[config.mk]
export PLATFORM = sky130hd
export DESIGN_NAME = freq_meter
export DESIGN_NICKNAME = d
export VERILOG_FILES = /design/src/rtl/freq_meter.sv
export SDC_FILE = /design/constraint.sdc
export NUM_CORES = 1
export LEC_CHECK = 0
export BUFFER_PORTS_ARGS = -buffer_cell sky130_fd_sc_hd__buf_2
export CORE_UTILIZATION = 30
export DETAILED_ROUTE_END_ITERATION = 8
export HOLD_SLACK_MARGIN = 0.1
export PLACE_DENSITY_LB_ADDON = 0.2
export SLEW_MARGIN = 20
export SYNTH_ARGS = -nofsm -noshare
export SYNTH_HDL_FRONTEND = slang
export SYNTH_SLANG_ARGS = --single-unit
[constraint.sdc]
create_clock -name clk -period 2.4 [get_ports clk]
set_input_delay 0.24 -clock clk [delete_from_list [all_inputs] [get_ports clk]]
set_output_delay 0.24 -clock clk [all_outputs]
set_load 0.05 [all_outputs]
[src/rtl/freq_meter.sv]
// freq_meter: gated frequency meter.
// Counts rising edges of the asynchronous input sig_in over a window of
// GATE_CYCLES clk cycles and publishes the saturated count on freq, together
// with a one-cycle freq_valid strobe and an overflow flag for that window.
// Back-to-back windows run with no dead time while en stays high.

module freq_meter #(
  parameter int CLK_HZ      = 50_000_000,
  parameter int GATE_CYCLES = 50_000_000,
  parameter int CNT_W       = 27
) (
  input  logic             clk,
  input  logic             rst,
  input  logic             en,
  input  logic             sig_in,
  output logic [CNT_W-1:0] freq,
  output logic             freq_valid,
  output logic             overflow,
  output logic             busy
);

  // Gate counter only has to reach GATE_CYCLES-1.
  localparam int                GATE_W    = (GATE_CYCLES > 1) ? $clog2(GATE_CYCLES) : 1;
  localparam logic [GATE_W-1:0] GATE_LAST = GATE_W'(GATE_CYCLES - 1);
  localparam logic [CNT_W-1:0]  CNT_MAX   = '1;

  // Elaboration-time parameter sanity checks; no hardware is generated.
  generate
    if (GATE_CYCLES < 2) begin : g_bad_gate
      $error("freq_meter: GATE_CYCLES must be at least 2");
    end
    if (CLK_HZ < 1) begin : g_bad_clk
      $error("freq_meter: CLK_HZ must be positive");
    end
    if (CNT_W < 1) begin : g_bad_cnt_w
      $error("freq_meter: CNT_W must be positive");
    end
  endgenerate

  typedef enum logic [0:0] {
    S_IDLE    = 1'b0,
    S_MEASURE = 1'b1
  } state_t;

  state_t r_state;
  state_t w_state_next;

  // Input path: two-flop synchronizer plus previous-value flop.
  logic r_sync1;
  logic r_sync2;
  logic r_prev;
  logic w_edge;

  // Window counters.
  logic [GATE_W-1:0] r_gate_cnt;
  logic [CNT_W-1:0]  r_edge_cnt;
  logic              r_sat;       // an edge arrived while r_edge_cnt was already at max

  // Control and result terms.
  logic              w_measure;
  logic              w_last;
  logic              w_clear;
  logic              w_at_max;
  logic [CNT_W-1:0]  w_result;
  logic              w_result_ovf;

  // Published result registers.
  logic [CNT_W-1:0]  r_freq;
  logic              r_freq_valid;
  logic              r_overflow;

  // Synchronize sig_in; all three flops reset high so a signal that is
  // already high when reset releases does not look like a rising edge.
  always_ff @(posedge clk or posedge rst) begin
    if (rst) begin
      r_sync1 <= 1'b1;
      r_sync2 <= 1'b1;
      r_prev  <= 1'b1;
    end else begin
      r_sync1 <= sig_in;
      r_sync2 <= r_sync1;
      r_prev  <= r_sync2;
    end
  end

  assign w_edge = r_sync2 & ~r_prev;

  // State register.
  always_ff @(posedge clk or posedge rst) begin
    if (rst) begin
      r_state <= S_IDLE;
    end else begin
      r_state <= w_state_next;
    end
  end

  // Next-state logic: en starts a window, dropping en ends or aborts it.
  // A window that completes with en still high rolls straight into the next.
  always_comb begin
    w_state_next = r_state;
    case (r_state)
      S_IDLE: begin
        if (en) begin
          w_state_next = S_MEASURE;
        end
      end
      S_MEASURE: begin
        if (!en) begin
          w_state_next = S_IDLE;
        end
      end
      default: begin
        w_state_next = S_IDLE;
      end
    endcase
  end

  // State-derived outputs and window-control decodes.
  always_comb begin
    w_measure = (r_state == S_MEASURE);
    w_last    = w_measure && (r_gate_cnt == GATE_LAST);
    // Counters restart when idle, at the end of a window, or on abort.
    w_clear   = !w_measure || w_last || !en;
    busy      = w_measure;
  end

  // Result of the window: the edge in the last cycle still belongs to it.
  always_comb begin
    w_at_max     = (r_edge_cnt == CNT_MAX);
    w_result     = r_edge_cnt;
    if (w_edge && !w_at_max) begin
      w_result = r_edge_cnt + CNT_W'(1);
    end
    w_result_ovf = r_sat | (w_edge & w_at_max);
  end

  // Gate and edge counters; the edge counter saturates instead of wrapping.
  always_ff @(posedge clk or posedge rst) begin
    if (rst) begin
      r_gate_cnt <= '0;
      r_edge_cnt <= '0;
      r_sat      <= 1'b0;
    end else if (w_clear) begin
      r_gate_cnt <= '0;
      r_edge_cnt <= '0;
      r_sat      <= 1'b0;
    end else begin
      r_gate_cnt <= r_gate_cnt + GATE_W'(1);
      if (w_edge) begin
        if (w_at_max) begin
          r_sat <= 1'b1;
        end else begin
          r_edge_cnt <= r_edge_cnt + CNT_W'(1);
        end
      end
    end
  end

  // Publish freq/overflow with a one-cycle valid strobe on the last window cycle;
  // an aborted window leaves the previous result untouched.
  always_ff @(posedge clk or posedge rst) begin
    if (rst) begin
      r_freq       <= '0;
      r_freq_valid <= 1'b0;
      r_overflow   <= 1'b0;
    end else begin
      r_freq_valid <= w_last;
      if (w_last) begin
        r_freq     <= w_result;
        r_overflow <= w_result_ovf;
      end
    end
  end

  assign freq       = r_freq;
  assign freq_valid = r_freq_valid;
  assign overflow   = r_overflow;

endmodule

### After elaboration in Yosys (flattened, before gate mapping)

Cells that the tools add are included.

| operators by class | value |
|---|---|
| equality and inequality tests | 3 |
| bitwise operators | 4 |
| $add $sub $neg | 2 |
| reductions and logical operators | 11 |
| mux-type cells | 9 |

Operators with widths:

| cell | count |
|---|---|
| two-way mux 27 bit | 4 |
| adder 27 x 1 -> 27 bit (second input constant) | 1 |
| == test 27 bit (second input constant) | 1 |
| adder 26 x 1 -> 26 bit (second input constant) | 1 |
| == test 26 bit (second input constant) | 1 |
| two-way mux 26 bit | 1 |
| two-way mux 1 bit | 4 |
| AND reduction 2 bit | 2 |
| nonzero test 2 bit | 2 |
| zero test 1 bit | 3 |
| bitwise AND 1 bit | 2 |
| logical AND 1 bit | 2 |
| logical OR 1 bit | 2 |
| inequality test 2 bit (second input constant) | 1 |
| inverter 1 bit | 1 |
| OR 1 bit | 1 |

| word-level totals | value |
|---|---|
| flip-flop bits (word level) | 87 |
| input bits | 4 |
| output and inout port bits | 30 |
| word-level logic and storage cells | 39 |

### Logic depth before layout (Yosys ltp)

| logic depth | value |
|---|---|
| word-level depth | 6 |
| gate-level depth with buffers | 9 |
| mapped depth without buffers | 6 |

### Least setup slack after synthesis

No wires, ideal clock.

| timing path | value |
|---|---|
| path kind | reg2reg |
| start | register r_gate_cnt[16] |
| end | register r_freq[11], in the netlist freq[11] |
| required time | 2.323 ns |
| path slack | 0.030 ns |
| arrival | 2.293 ns |
| buffers on the path | 2 |
| stages on the path, launching flop included | 7 |
| clock period less this slack | 2.370 ns |
| setup time | 0.077 ns |
| path through | dfrtp_1 > buf_6 > or4_1 > or4_4 > or4_4 > buf_6 > o21ai_1 |

| on the way | value |
|---|---|
| longest elaborated chain between the ends | 2 |

RTL lines:

| item | line | text |
|---|---|---|
| from (decl) | 55 | `logic [GATE_W-1:0] r_gate_cnt;` |
| from (signal assigned) | 148 | `r_gate_cnt <= r_gate_cnt + GATE_W'(1);` |
| == test 26 bit | 121 | `w_last = w_measure && (r_gate_cnt == GATE_LAST);` |
| logical AND 1 bit | 121 |  |
| to (signal assigned) | 169 | `r_freq <= w_result;` |
| to (decl) | 68 | `logic [CNT_W-1:0] r_freq;` |

No other way between the ends.
A chain may end at the register's enable or synchronous reset.

### Worst setup path in the final report

| timing path | value |
|---|---|
| start | register r_gate_cnt[8] |
| end | register r_freq[18], in the netlist freq[18] |

Same word-level chain as after synthesis.

==> out/qor.csv <==
metric,value,unit
die area,14650,µm²
RSZ-0062 raised after global routing,false,
Slew Limit Headroom,61.62,%
Worst Hold Class,register to register,
synth unique cells,43,
Yosys Warn Count,0,
DR pass1 iterations,4,
post-synthesis compound-gate area fraction,9.594,%
CTS max path bufs,2,
wire per inst,15.28,µm
CORE AREA,13830,µm²
Fin Clk Skew,0.008085,ns
Pins Over Slew Limit,0,
post-DP HPWL,7406,µm
largest family of logic cells by synthesized area,simple AND/OR/NAND/NOR gates,
top post-synthesis cells by area,"dfrtp_1 49%, xnor2_1 6.0%, nor2_1 4.3%",
Initial Util,30.75,%
number of global-route vias before repair,3399,
routed vias,3490,
Syn Nets,455,
Most common cell on crit path,or4_4,
CTS Buf Count,9,
n_diodes,0,
CP max FO,9,
height of the die,121.0,µm
hold path cells,0,
WL final,10510,µm
ys flop type,dfrtp_1,
synth cell count leaders,"84 x dfrtp_1, 49 x nor2_1, 46 x nand2_1",
TritonCTS clock tree,yes,
part of the cycle the worst path needs,96.07,%
status,"finished, final reports clean",
final RePlAce weighted congestion,0.8634,
VDD IR-drop max,0.2750,mV
Mapped Cells,449,
sequential share of the synthesized area,51.29,%
GRT overflow,0,
drt drc,0,
share of cells above drive strength 1,17.91,%
# IOs,34,
Final Hold Viols,0,
Worst-Margin Slew,0.5612,ns
Final min period,2.306,ns
Rows,43,
async set-reset flop share out of synthesis,100.0,%
Clock Latency Late Sink,0.34,ns
Die W,121.0,µm
Clock transition at path regs,0.06,ns
Synth Register Bits,87,
MaxCap Viol Count,0,
syn avg cell area,9.469,µm²
R2R depth,5,
hold_ws,0.3615,ns
Crit-path slowest cell,or4_4,
Post-synth EDFFs,0,
initial antenna violation count,0,
htree depth,3,
r2r setup slk,0.09,ns
endpoint type of the worst setup path,register,
nets,509,
met2 WL,4926,µm
GRT Util Overall,15.67,%
Util after Layout,37.25,%
Critical Path AT,2.57,ns
most common cell in the netlist,dfrtp_1,
area grow syn2layout,21.16,%
worst path cell trace,or4_1 -> or4_4 -> or4_4 -> buf_12 -> o21ai_1,
Pwr Density,573.2,nW/µm²
WS Path Type,register to register,
share of the synthesized area in the top cell type,49.44,%
Setup TNS Final,0,ns
post-synthesis xor/xnor area fraction,7.622,%
Yosys top cell by area,dfrtp_1,
total power,2.953,mW
met1 WL,5008,µm
Root Buffer,clkbuf_16,
top routing layer in use,met4,
post-synthesis simple-gate area fraction,26.99,%
met3 WL,416,µm
initial drt markers,170,
maximum clock frequency,0.4337,GHz
IO Port Bufs,33,
Final Setup Violations,0,
CP Launch Type,register,
proportion of synthesized area in mux cells,0.2354,%
dpl cells,669,
final antenna-violating net count,0,
Leak,2.157,nW
first-pass GRT wire length,17570,µm
adder-cell share of the synthesized area,0.5886,%
largest net degree at the start of global routing,39,
Post-Syn Area,4252,µm²
Layout Cells excl Fill,688,
worst stage delay on the critical path,0.60,ns
clock sink count,87,
Avg Vias per Cell,5.073,
Worst Path Required,2.66,ns
[path summary, 6_finish.rpt]
path | start | to
worst max-delay path | r_gate_cnt[8] | freq[18]
worst min-delay path | r_sync1 | r_sync2
worst max register to register | r_gate_cnt[8] | freq[18]
worst min register to register | r_sync1 | r_sync2
max in group asynchronous | rst | freq[24]
min in group asynchronous | rst | r_gate_cnt[4]
[kinds of logic after synthesis]
group,Yosys count
mux,1
simple gates,219
buf+inv,35
fa+ha+maj,2
compound gates,68
flops,87
xor+xnor,37
[area by class of cell]
cell class                      count  area [µm²]
Fill cell                        1378        8676
Sequential cell                    87        2181
Multi-Input combinational cell    327        1923
Timing Repair Buffer               69       493.0
Clock buffer                       12       246.5
Tap cell                          180       225.2
Clock inverter                      4       45.04
Inverter                            9       37.54
[registers in the layout, indices dropped and copies added (netlist names)]
register,count
busy,1
freq,27
freq_valid,1
overflow,1
r_edge_cnt,27
r_gate_cnt,26
r_prev,1
r_sat,1
r_sync1,1
r_sync2,1
[per-layer routing]
layer | track usage (%) | up-vias
li1 | - | 1719
met1 | 20.70 | 1697
met2 | 24.86 | 65
met3 | 3.430 | 9
met4 | 6.250 | 0
met5 | 0 | -
[layout by cell type (no fill, tap or decap), drive strengths merged, types with 11 or more instances in the layout]
| cell type | Yosys | final |
|---|---|---|
| a21oi | 19 | 19 |
| buf | 10 | 66 |
| nand2 | 46 | 46 |
| dfrtp | 84 | 84 |
| xnor2 | 29 | 29 |
| nor2 | 49 | 49 |
| nand4 | 15 | 15 |
| nand3 | 34 | 34 |
| o21ai | 27 | 27 |
| or4 | 14 | 14 |
| clkbuf | 16 | 12 |
| nor4 | 11 | 11 |
[critical path, delay by kind of cell, from the launching register on]
kind | cells | cell delay [ns]
buffers and inverters | 1 | 0.17
flip-flops | 1 | 0.37
AO/OA/AOI/OAI | 1 | 0.12
AND/OR/NAND/NOR | 3 | 1.56
[metrics by stage]
stage | setup WS, ns | cell area, µm²
floorplan | 0.03041 | 4255
global placement | 0.04360 | 4821
detailed placement | 0.01123 | 4821
CTS | 0.08836 | 5142
global route | 0.01139 | 5151
finish | 0.09430 | 5151
[report_power, final]
part | leakage (nW) | total, mW | switching (mW) | internal (mW)
clock | 0.146 | 1.40 | 0.566 | 0.831
combinational | 0.809 | 0.0761 | 0.0562 | 0.0199
sequential | 1.20 | 1.48 | 0.00570 | 1.47
total | 2.16 | 2.95 | 0.628 | 2.32
[what timing repair did]
action | 4_1_cts | 5_1_grt
endpoints found under the setup margin | 3 | 3
endpoints found under the hold margin | 24 | 0
resized for setup | 0 | 2
buffers inserted | 0 | 0
pin swaps | 1 | 0
hold buffers | 3 | 0
No activity file was read; power rests on OpenSTA's default activity.
